$ cat src/rtl/keypad_scanner_if.sv
// keypad_scanner_if: keypad matrix lines and the debounced key report
interface keypad_scanner_if;
   logic [3:0] row_in;
   logic [3:0] col_out;
   logic [3:0] columns;
   logic [3:0] rows;
   logic       key_valid;
   logic       key_held;
   modport master (input row_in, output col_out, columns, rows, key_valid, key_held);
   modport slave  (output row_in, input col_out, columns, rows, key_valid, key_held);
endinterface

$ cat src/rtl/keypad_scanner.sv
// keypad_scanner: 4x4 matrix keypad column scan with per-sweep debounce
module keypad_scanner #(
   parameter int SCAN_DIV     = 1000,
   parameter int DEBOUNCE_CNT = 8
) (
   input logic              clk,
   input logic              reset,
   keypad_scanner_if.master kp
);
   localparam int DW = $clog2(SCAN_DIV);
   localparam int CW = $clog2(DEBOUNCE_CNT + 1);

   typedef enum logic [1:0] {RELEASED, PRESS_DB, PRESSED, RELEASE_DB} state_t;

   state_t        state;
   logic [3:0]    sync1, sync2;
   logic [DW-1:0] dwell;
   logic [1:0]    ptr;
   logic [2:0]    acc_col, acc_row, cand_col, cand_row;
   logic [2:0]    base_col, base_row, fin_col, fin_row, low_row;
   logic [CW-1:0] cnt;
   logic          sample, sweep_end, fin_none, match, cnt_done;

   assign sample    = dwell == DW'(SCAN_DIV - 1);
   assign sweep_end = sample && ptr == 2'd3;
   assign low_row   = !sync2[0] ? 3'd1 : !sync2[1] ? 3'd2 : !sync2[2] ? 3'd3 : !sync2[3] ? 3'd4 : 3'd0;
   assign base_col  = ptr == 2'd0 ? 3'd0 : acc_col;
   assign base_row  = ptr == 2'd0 ? 3'd0 : acc_row;
   assign fin_col   = base_col == 3'd0 && low_row != 3'd0 ? {1'b0, ptr} + 3'd1 : base_col;
   assign fin_row   = base_col == 3'd0 ? low_row : base_row;
   assign fin_none  = fin_col == 3'd0;
   assign match     = fin_col == cand_col && fin_row == cand_row;
   assign cnt_done  = cnt == CW'(DEBOUNCE_CNT - 1);

   // two-flop synchronizer on the raw row lines, idle high
   always_ff @(posedge clk or negedge reset)
      if (!reset) begin
         sync1 <= 4'hF;
         sync2 <= 4'hF;
      end else begin
         sync1 <= kp.row_in;
         sync2 <= sync1;
      end

   // dwell counter and column pointer; column drive rotates with the pointer
   always_ff @(posedge clk or negedge reset)
      if (!reset) begin
         dwell      <= '0;
         ptr        <= '0;
         kp.col_out <= 4'b1110;
      end else if (sample) begin
         dwell      <= '0;
         ptr        <= ptr + 2'd1;
         kp.col_out <= {kp.col_out[2:0], kp.col_out[3]};
      end else begin
         dwell      <= dwell + 1'b1;
      end

   // keep the first low row found so far in this sweep (column 1 starts afresh)
   always_ff @(posedge clk or negedge reset)
      if (!reset) begin
         acc_col <= '0;
         acc_row <= '0;
      end else if (sample) begin
         acc_col <= fin_col;
         acc_row <= fin_row;
      end

   // once per sweep, debounce the final candidate and update the key report
   always_ff @(posedge clk or negedge reset)
      if (!reset) begin
         state        <= RELEASED;
         cnt          <= '0;
         cand_col     <= '0;
         cand_row     <= '0;
         kp.columns   <= '0;
         kp.rows      <= '0;
         kp.key_valid <= 1'b0;
         kp.key_held  <= 1'b0;
      end else begin
         kp.key_valid <= 1'b0;
         if (sweep_end)
            case (state)
               RELEASED:
                  if (!fin_none) begin
                     state    <= PRESS_DB;
                     cand_col <= fin_col;
                     cand_row <= fin_row;
                     cnt      <= CW'(1);
                  end
               PRESS_DB:
                  if (fin_none) begin
                     state <= RELEASED;
                     cnt   <= '0;
                  end else if (!match) begin
                     cand_col <= fin_col;
                     cand_row <= fin_row;
                     cnt      <= CW'(1);
                  end else if (cnt_done) begin
                     state        <= PRESSED;
                     cnt          <= '0;
                     kp.columns   <= {1'b0, cand_col};
                     kp.rows      <= {1'b0, cand_row};
                     kp.key_valid <= 1'b1;
                     kp.key_held  <= 1'b1;
                  end else begin
                     cnt <= cnt + 1'b1;
                  end
               PRESSED:
                  if (fin_none) begin
                     state <= RELEASE_DB;
                     cnt   <= CW'(1);
                  end
               RELEASE_DB:
                  if (!fin_none) begin
                     state <= PRESSED;
                     cnt   <= '0;
                  end else if (cnt_done) begin
                     state       <= RELEASED;
                     cnt         <= '0;
                     kp.columns  <= '0;
                     kp.rows     <= '0;
                     kp.key_held <= 1'b0;
                  end else begin
                     cnt <= cnt + 1'b1;
                  end
               default: state <= RELEASED;
            endcase
      end
endmodule

$ cat src/flat_wrapper.sv
// flat-port wrapper written by rule: the top's interface ports become plain ports
module keypad_scanner_flat 
#(
   parameter int SCAN_DIV     = 1000,
   parameter int DEBOUNCE_CNT = 8
)
  (clk, reset, kp_row_in, kp_col_out, kp_columns, kp_rows, kp_key_valid, kp_key_held);
  keypad_scanner_if kp_i ();
  input logic clk;
  input logic reset;
  input wire logic [$bits(kp_i.row_in)-1:0] kp_row_in;
  output wire logic [$bits(kp_i.col_out)-1:0] kp_col_out;
  output wire logic [$bits(kp_i.columns)-1:0] kp_columns;
  output wire logic [$bits(kp_i.rows)-1:0] kp_rows;
  output wire logic [$bits(kp_i.key_valid)-1:0] kp_key_valid;
  output wire logic [$bits(kp_i.key_held)-1:0] kp_key_held;
  assign kp_i.row_in = kp_row_in;
  assign kp_col_out = kp_i.col_out;
  assign kp_columns = kp_i.columns;
  assign kp_rows = kp_i.rows;
  assign kp_key_valid = kp_i.key_valid;
  assign kp_key_held = kp_i.key_held;
  keypad_scanner #(.SCAN_DIV(SCAN_DIV), .DEBOUNCE_CNT(DEBOUNCE_CNT)) u_core (.clk(clk), .reset(reset), .kp(kp_i));
endmodule
$ cat config.mk
export PLATFORM = sky130hd
export DESIGN_NAME = keypad_scanner_flat
export DESIGN_NICKNAME = d
export VERILOG_FILES = /design/src/rtl/keypad_scanner_if.sv /design/src/rtl/keypad_scanner.sv /design/src/flat_wrapper.sv
export SDC_FILE = /design/constraint.sdc
export NUM_CORES = 1
export LEC_CHECK = 0
export CAP_MARGIN = 10
export CORE_MARGIN = 5
export CORE_UTILIZATION = 35
export CTS_CLUSTER_DIAMETER = 40
export DETAILED_ROUTE_END_ITERATION = 12
export PLACE_DENSITY = 0.5
export REMOVE_ABC_BUFFERS = 1
export SYNTH_ARGS = -nofsm -noshare
export SYNTH_HDL_FRONTEND = slang
export SYNTH_SLANG_ARGS = --single-unit
export TNS_END_PERCENT = 20
$ cat constraint.sdc
create_clock -name clk -period 3.8 [get_ports clk]
set_clock_uncertainty 0.05 [all_clocks]
set_input_delay 0.76 -clock clk [delete_from_list [all_inputs] [get_ports clk]]
set_output_delay 0.76 -clock clk [all_outputs]
set_load 0.03 [all_outputs]
# Word level (Yosys, flattened, before mapping)
# Cells that the tools add are included.
dict set report word_totals {
  ff_bits 52
  input_bits 6
  output_inout_bits 14
  word_cells 105
}
dict set report classes {
  n_addsub 4
  eq_ne 19
  muxes 53
  n_reduce_logical 14
}
# op count
set op_table {}
lappend op_table {{$mux W4} 14}
lappend op_table {{$mux W3} 14}
lappend op_table {{$pmux W4 S2} 2}
lappend op_table {{$pmux W4 S4} 1}
lappend op_table {{$mux W2} 7}
lappend op_table {{$pmux W3 S2} 2}
lappend op_table {{$add A10 B1 Y10 const B} 1}
lappend op_table {{$eq A10 B10 Y1 const B} 1}
lappend op_table {{$mux W1} 10}
lappend op_table {{$mux W10} 1}
lappend op_table {{$ne A2 B1 Y1 const B} 5}
lappend op_table {{$pmux W2 S4} 1}
lappend op_table {{$reduce_and A7 Y1} 1}
lappend op_table {{$eq A2 B2 Y1 const B} 3}
lappend op_table {{$eq A3 B3 Y1} 2}
lappend op_table {{$logic_not A3 Y1} 2}
lappend op_table {{$ne A2 B2 Y1 const B} 3}
lappend op_table {{$ne A3 B1 Y1 const B} 2}
lappend op_table {{$reduce_and A6 Y1} 1}
lappend op_table {{$reduce_and A5 Y1} 1}
lappend op_table {{$add A4 B1 Y4 const B} 1}
lappend op_table {{$eq A4 B3 Y1 const B} 1}
lappend op_table {{$logic_not A2 Y1} 2}
lappend op_table {{$reduce_bool A2 Y1} 2}
lappend op_table {{other kinds (8)} 10}

# Longest topological paths before layout
# Gate-level depths: netlist of run 1.
dict set report logic_depth {
  word_depth 13
  mapped_depth 10
  mapped_depth_nobuf 9
}

# Worst setup path before layout of run 1
# OpenSTA, ideal clock, no wires.
dict set report synth_path {
  path_kind {register to register}
  startpoint {reg u_core.ptr[0]}
  endpoint {reg u_core.cand_col[0]}
  setup_time_ns 0.125
  t_arrival_ns 2.079
  required_time_ns 3.625
  slack_ns 1.547
  path_stages_with_launch 9
  n_path_buf 0
  period_less_slack_ns 2.253
  cell_sequence {dfrtp_1 -> inv_1 -> ha_1 -> nor2_2 -> o32ai_2 -> xnor2_1 -> nand4_2 -> o21ai_2 -> mux2_2}
}
dict set report synth_via {
  elab_chain_len 9
  elab_cells_between_ends 22
  classes_between {add/sub: 1; eq/ne: 6; mux: 8; reduce/logical: 7}
}
# item line
set synth_rtl {}
lappend synth_rtl {{from (decl)} keypad_scanner.sv:18} ;# logic [1:0] ptr;
lappend synth_rtl {{from (signal assigned)} keypad_scanner.sv:53} ;# ptr <= ptr + 2'd1;
lappend synth_rtl {{$logic_not A2 Y1} {keypad_scanner.sv:27, keypad_scanner.sv:28}}
lappend synth_rtl {{$mux W3} keypad_scanner.sv:27} ;# assign base_col = ptr == 2'd0 ? 3'd0 : acc_col;
lappend synth_rtl {{$logic_not A3 Y1} {keypad_scanner.sv:29, keypad_scanner.sv:30}}
lappend synth_rtl {{$logic_and A1 B1 Y1} keypad_scanner.sv:29} ;# assign fin_col = base_col == 3'd0 && low_row != 3'd0 ? {1'b0, ptr} + 3'd1 : base_col;
lappend synth_rtl {{$mux W3} keypad_scanner.sv:29}
lappend synth_rtl {{$eq A3 B3 Y1} keypad_scanner.sv:32} ;# assign match = fin_col == cand_col && fin_row == cand_row;
lappend synth_rtl {{$logic_and A1 B1 Y1} keypad_scanner.sv:32}
lappend synth_rtl {{$ne A2 B2 Y1 (no source line)} n/a}
lappend synth_rtl {{$reduce_and A5 Y1 (no source line)} n/a}
lappend synth_rtl {{to (signal assigned)} keypad_scanner.sv:87} ;# cand_col <= fin_col;
lappend synth_rtl {{to (signal assigned)} keypad_scanner.sv:96} ;# cand_col <= fin_col;
lappend synth_rtl {{to (decl)} keypad_scanner.sv:19} ;# logic [2:0] acc_col, acc_row, cand_col, cand_row;
# Parallel ways exist; a longest one is shown, timed or not. The select of a mux whose other input is x is not followed.
# A chain may end at the register's enable or synchronous reset.

# Worst setup path in the final report of run 1
# Same ends and word-level chain as after synthesis.

==> results.sh, run 1 <==
export IMPL_layout_min_cycle_time_ns=2.704
export IMPL_cts_tree="done"
export IMPL_worstSetupEndpointType="flip-flop"
export IMPL_period_share_pct=71.16
export IMPL_numPortBuffers=17
export IMPL_gp_congestion=0.8134
export IMPL_reg2reg_slack_ns=1.10
export IMPL_startpoint_type="flip-flop"
export IMPL_hpwl_um=3563
export IMPL_cts_root_buffer="clkbuf_8"
export IMPL_finalSetupViolCount=0
export IMPL_grt_pass1_vias=1739
export IMPL_fp_dieW_um=95.23
export IMPL_mostFrequentLayoutCell="dfrtp_1"
export IMPL_cts_resized=0
export IMPL_dieArea_um2=9069
export IMPL_synth_ff_type="dfrtp_1"
export IMPL_clk_latency_ns=0.30
export IMPL_nets=279
export IMPL_synth_edf_count=0
export IMPL_synth_area_um2=2542
export IMPL_drive_gt1_share_pct=14.44
export IMPL_critPathKind="flip-flop to flip-flop"
export IMPL_antenna_found_initial=0
export IMPL_max_stage_delay_ns=0.41
export IMPL_async_reset_ff_share_pct=100.0
export IMPL_arrival_ns=2.84
export IMPL_fin_tns_setup_ns=0
export IMPL_cts_sinks=50
export IMPL_relSlewSlack_pct=42.68
export IMPL_wl_per_cell_um=13.08
export IMPL_synth_top_area_share_pct=38.39
export IMPL_clockPowerShare_pct=35.3
export IMPL_worstMarginPinSlew_ns=0.8599
export IMPL_grt_max_degree=41
export IMPL_ys_types=51
export IMPL_grt_first_pass_wirelength_um=8569
export IMPL_htree_levels=2
export IMPL_vias_per_cell=4.846
export IMPL_p_per_area_nw_per_um2=311.1
export IMPL_die_h_um=95.23
export IMPL_areaGrowthSynthToFinish_pct=12.01
export IMPL_combinationalPowerShare_pct=3.3
export IMPL_power_switching_mw=0.1899
export IMPL_internal_power_mw=0.6960
export IMPL_cts_setup_buffers=0
export IMPL_leakage_nw=1.158
export IMPL_peakVddDrop_mv=0.1647
export IMPL_synth_area_per_cell_um2=9.893
export IMPL_crit_required_ns=3.93
export IMPL_synth_top_cells_by_area="dfrtp_1 (38%), dfstp_2 (11%), nand2_1 (4.4%)"
export IMPL_ff2ff_path_depth=8
export IMPL_ys_ff_latch=50
export IMPL_r2r_start="u_core.ptr[0]"
export IMPL_diodes=0
export IMPL_ys_seq_area_share_pct=49.75
export IMPL_antenna_left=0
export IMPL_final_cell_mix="dfrtp_1 (39), nand2_1 (30), nor2_1 (18)"
export IMPL_power_share_switching_pct=21.44
export IMPL_cp_top_family="compound AO/OA/AOI/OAI gates"
export IMPL_cts_hold_buf=0
export IMPL_clock_path_buffers=2
export IMPL_path_buf_inv=1
export IMPL_yosysWarnings=0
export IMPL_path_max_fanout=12
export IMPL_crit_chain="inv_1 > ha_1 > nor2_2 > o32ai_2 > xnor2_1 > nand4_2 > o21ai_2 > mux2_2"
export IMPL_holdPathStages=0
export IMPL_routed_wl_um=4827
export IMPL_max_cap_violations=0
export IMPL_io_pins=20
export IMPL_clkTransAtPathRegs_ns=0.08
export IMPL_grt_overflow=0
export IMPL_maxSlewViolCount=0
export IMPL_rows=31
export IMPL_rsz0062_at_grt="no"
export IMPL_finalHoldViolCount=0
export IMPL_status="complete, no violations"
export IMPL_seq_power_share_pct=61.3
export IMPL_numCtsBuffers=5
export IMPL_dr_total_vias=1788
export IMPL_dr_pass1_iters=4
export IMPL_hold_start="u_core.sync1[0]"
export IMPL_finalPower_mw=0.8859
export IMPL_whs_endpoint="u_core.sync2[0]"
export IMPL_drt_iter0_markers=86
export IMPL_core_um2=7176
export IMPL_r2r_end="u_core.cand_col[0]"
export IMPL_worstHoldPathType="flip-flop to flip-flop"
export IMPL_track_usage_pct=12.01
export IMPL_yosysTopAreaCell="dfrtp_1"
export IMPL_synth_cells=257
export IMPL_start_util_pct=35.43
export IMPL_slowest_stage="dfrtp_1"
export IMPL_crit_start="u_core.ptr[0]"
export IMPL_drc_errors=0
export IMPL_max_freq_mhz=369.8
cells in the mapped netlist (all sizes together), types with 2 or more instances:
master / count
dfrtp: 39
nand2: 30
o21ai: 26
nor2: 20
inv: 15
dfstp: 11
nand3: 11
xnor2: 11
buf: 10
and3: 7
o211ai: 7
a21oi: 6
mux2: 6
nand4: 5
o31ai: 5
clkbuf: 4
ha: 4
nor3: 4
xor2: 4
nand2b: 3
o22ai: 3
or3: 3
and2: 2
and3b: 2
and4: 2
nor2b: 2
nor3b: 2
power by group through the flow:
stage	clock [mW]	combinational [mW]	sequential [mW]
final	0.313	0.0296	0.543
after global routing	0.356	0.0344	0.544
after CTS	0.333	0.0311	0.543
after detailed placement	0	0.0310	0.553
after global placement	0	0.0312	0.553
after floorplan	0	0.0119	0.553
area by class of cell:
type / count / area (um2)
clock buffer: 7 / 86.33
fill: 716 / 4328
clock inverter: 1 / 5.005
tap: 99 / 123.9
sequential: 50 / 1265
timing repair buffer: 18 / 172.7
multi-input combinational: 179 / 1139
inverter: 15 / 56.30
registers in the layout, indices dropped and copies added (netlist names), named ones only:
signal,cells
u_core.sync1,4
u_core.kp.col_out,4
u_core.cand_row,3
u_core.kp.key_held,1
u_core.kp.rows,3
u_core.cand_col,3
u_core.kp.columns,3
u_core.cnt,4
u_core.dwell,10
u_core.state,1
u_core.kp.key_valid,1
u_core.acc_row,3
u_core.ptr,2
u_core.acc_col,3
u_core.sync2,4
worst max path at each step:
stage                         end  depth (start not counted)
2_1_floorplan  u_core.cand_col[0]                          8
4_1_cts        u_core.cand_col[0]                          8
6_report       u_core.cand_col[0]                          8
3_5_place_dp   u_core.cand_row[0]                          8
5_1_grt        u_core.cand_row[1]                          8
3_3_place_gp   u_core.cand_row[1]                          8
metrics by stage:
| step | setup WS [ns] | hold WS [ns] | util [%] | cells | cell area [um2] |
|---|---|---|---|---|---|
| 2_1_floorplan | 1.396 | 0.2952 | - | 244 | 2460 |
| 3_3_place_gp | 1.132 | 0.2962 | 38.41 | 361 | 2756 |
| 3_5_place_dp | 1.059 | 0.2976 | 38.41 | 361 | 2756 |
| 4_1_cts | 1.041 | 0.3104 | 39.69 | 369 | 2848 |
| 5_1_grt | 0.8323 | 0.3113 | 39.69 | 369 | 2848 |
| 6_report | 1.096 | 0.3078 | 39.69 | 369 | 2848 |
per-layer routing:
layer | vias to the layer above | GRT usage, % | wire (um)
met2 | 29 | 17.55 | 2112
met3 | 5 | 2.684 | 163
li1 | 907 | - | -
met5 | - | 0 | 0
met4 | 0 | 3.606 | 59
met1 | 847 | 17.65 | 2493
cell families after synthesis:
family / Yosys count / synth area share, %
AO/OA/AOI/OAI: 54 / 13.93
XOR/XNOR: 15 / 5.167
adder cells (fa/ha/maj): 4 / 1.969
buffers and inverters: 29 / 5.610
flip-flops: 50 / 49.75
multiplexers: 7 / 3.051
other: 1 / 0.1475
AND/OR/NAND/NOR: 97 / 20.37
Note: power is estimated with default switching activity, not from simulation.
==> run 2: changes to the inputs <==
- PLACE_DENSITY: 0.5 -> 0.52
- clock period: 3.8 -> 2.2 ns (I/O delays scaled with it)
==> results.sh, run 2 (synthesis results as in run 1) <==
export IMPL_multi_input_area_um2=1214
export IMPL_max_stage_delay_ns=0.57
export IMPL_path_buf_inv=0
export IMPL_period_share_pct=100.7
export IMPL_max_freq_mhz=451.4
export IMPL_status="complete, but fails checks"
export IMPL_grt_overflow=0
export IMPL_drt_iter0_markers=85
export IMPL_arrival_ns=2.36
export IMPL_rows=31
export IMPL_peakVddDrop_mv=0.2881
export IMPL_antenna_left=0
export IMPL_grt_pass1_vias=1941
export IMPL_rsz0062_at_grt="yes"
export IMPL_dieArea_um2=9069
export IMPL_clock_path_buffers=2
export IMPL_antenna_found_initial=0
export IMPL_cts_sinks=50
export IMPL_slowest_stage="dfstp_2"
export IMPL_final_cell_mix="dfrtp_1 (39), nand2_1 (30), buf_4 (27)"
export IMPL_diodes=0
export IMPL_core_um2=7176
export IMPL_drive_gt1_share_pct=26.17
export IMPL_crit_chain="and3b_1 > and3_1 > o21ai_1 > a32oi_2 > nand4_2 > o21ai_2 > mux2_2"
export IMPL_cts_tree="done"
export IMPL_layout_min_cycle_time_ns=2.215
export IMPL_mostFrequentLayoutCell="dfrtp_1"
export IMPL_finalHoldViolCount=0
export IMPL_numCtsBuffers=5
export IMPL_regMostFlops="u_core.dwell"
export IMPL_track_usage_pct=13.04
export IMPL_hpwl_um=3840
export IMPL_dr_pass1_iters=4
export IMPL_crit_required_ns=2.34
export IMPL_finalSetupViolCount=9
export IMPL_vias_per_cell=4.849
export IMPL_violations="setup timing"
export IMPL_worstSetupEndpointType="flip-flop"
export IMPL_die_h_um=95.23
export IMPL_reg2reg_slack_ns=-0.02
export IMPL_leakage_nw=1.330
export IMPL_grt_first_pass_wirelength_um=9142
export IMPL_critPathKind="flip-flop to flip-flop"
export IMPL_largest_reg_flops=10
export IMPL_start_util_pct=35.43
export IMPL_ff_latch_area_um2=1265
export IMPL_cp_top_family="compound AO/OA/AOI/OAI gates"
export IMPL_clk_latency_ns=0.31
export IMPL_cts_root_buffer="clkbuf_8"
export IMPL_maxSlewViolCount=0
export IMPL_n_fill_cell=707
export IMPL_gp_congestion=0.8022
export IMPL_startpoint_type="flip-flop"
export IMPL_drc_errors=0
export IMPL_p_per_area_nw_per_um2=497.1
export IMPL_wl_per_cell_um=13.24
export IMPL_areaGrowthSynthToFinish_pct=23.97
export IMPL_max_cap_violations=0
export IMPL_fin_tns_setup_ns=-0.09666
export IMPL_io_pins=20
export IMPL_path_max_fanout=6
export IMPL_worstHoldPathType="input pin to asynchronous set/reset pin"
export IMPL_dpl_cell_count=384
export IMPL_grt_max_degree=33
export IMPL_dr_total_vias=1925
export IMPL_routed_wl_um=5255
export IMPL_clkTransAtPathRegs_ns=0.10
export IMPL_nets=307
export IMPL_fin_ws_ns=-0.01530
export IMPL_numPortBuffers=17
export IMPL_fp_dieW_um=95.23
export IMPL_final_cells=397
export IMPL_htree_levels=2
run 2: worst paths after layout:
path / startpoint / to / cells after the start
max: u_core.sync2[2] / u_core.cand_row[0] / 7
min: reset / u_core.kp.columns[1] / 1
max reg2reg: u_core.sync2[2] / u_core.cand_row[0] / 7
min reg2reg: u_core.sync1[1] / u_core.sync2[1] / 0
max in group asynchronous: reset / u_core.kp.col_out[3] / 2
min in group clk: u_core.sync1[1] / u_core.sync2[1] / 0
run 2: cell type report:
| class | instances | area share (%) |
|---|---|---|
| Sequential cell | 50 | 40.13 |
| Multi-Input combinational cell | 179 | 38.51 |
| Timing Repair Buffer | 46 | 12.66 |
| Tap cell | 99 | 3.930 |
| Clock buffer | 6 | 2.620 |
| Inverter | 15 | 1.786 |
| Clock inverter | 2 | 0.3573 |
run 2: worst reg2reg max path, cell delays in order (launching register included):
cell and delay (ns):
dfstp_2 0.57, and3b_1 0.20, and3_1 0.16, o21ai_1 0.08
a32oi_2 0.26, nand4_2 0.18, o21ai_2 0.25, mux2_2 0.36
run 2: power by group:
| part | internal (mW) | switching (mW) | leakage, nW | total [mW] |
|---|---|---|---|---|
| Combinational | 0.0246 | 0.0393 | 0.633 | 0.0639 |
| Clock | 0.254 | 0.312 | 0.0515 | 0.566 |
| Sequential | 0.932 | 0.00463 | 0.646 | 0.937 |
| Total | 1.21 | 0.356 | 1.33 | 1.57 |
run 2: metal layers:
layer / up-vias / part of all wire (%) / wire, um / GRT usage, %
met5: - / 0 / 0 / 0
met4: 0 / 1.2 / 65 / 4.688
met3: 7 / 3.1 / 163 / 2.920
met2: 27 / 46 / 2441 / 21.34
met1: 924 / 49 / 2584 / 16.88
li1: 967 / - / - / -
run 2: timing repair:
item / 4_1_cts / 5_1_grt
setup buffers: 4 / 1
endpoints found under the setup margin: 11 / 15
resized for setup: 10 / 5
hold buffers: 0 / 0
gates cloned: 0 / 0
pin swaps: 4 / 4
run 2: stage by stage:
stage | power (mW) | worst slack, ns | hold WS [ns] | area (um2) | utilization, %
after floorplan | 0.9749 | -0.2038 | 0.09441 | 2460 | -
after detailed placement | 1.017 | -0.1112 | 0.2968 | 2942 | 40.99
after global placement | 1.017 | -0.05497 | 0.2954 | 2942 | 40.99
after CTS | 1.593 | -0.0002445 | 0.02963 | 3114 | 43.40
final | 1.567 | -0.01530 | 0.01326 | 3152 | 43.92
after global routing | 1.637 | -0.1619 | 0.03719 | 3152 | 43.92
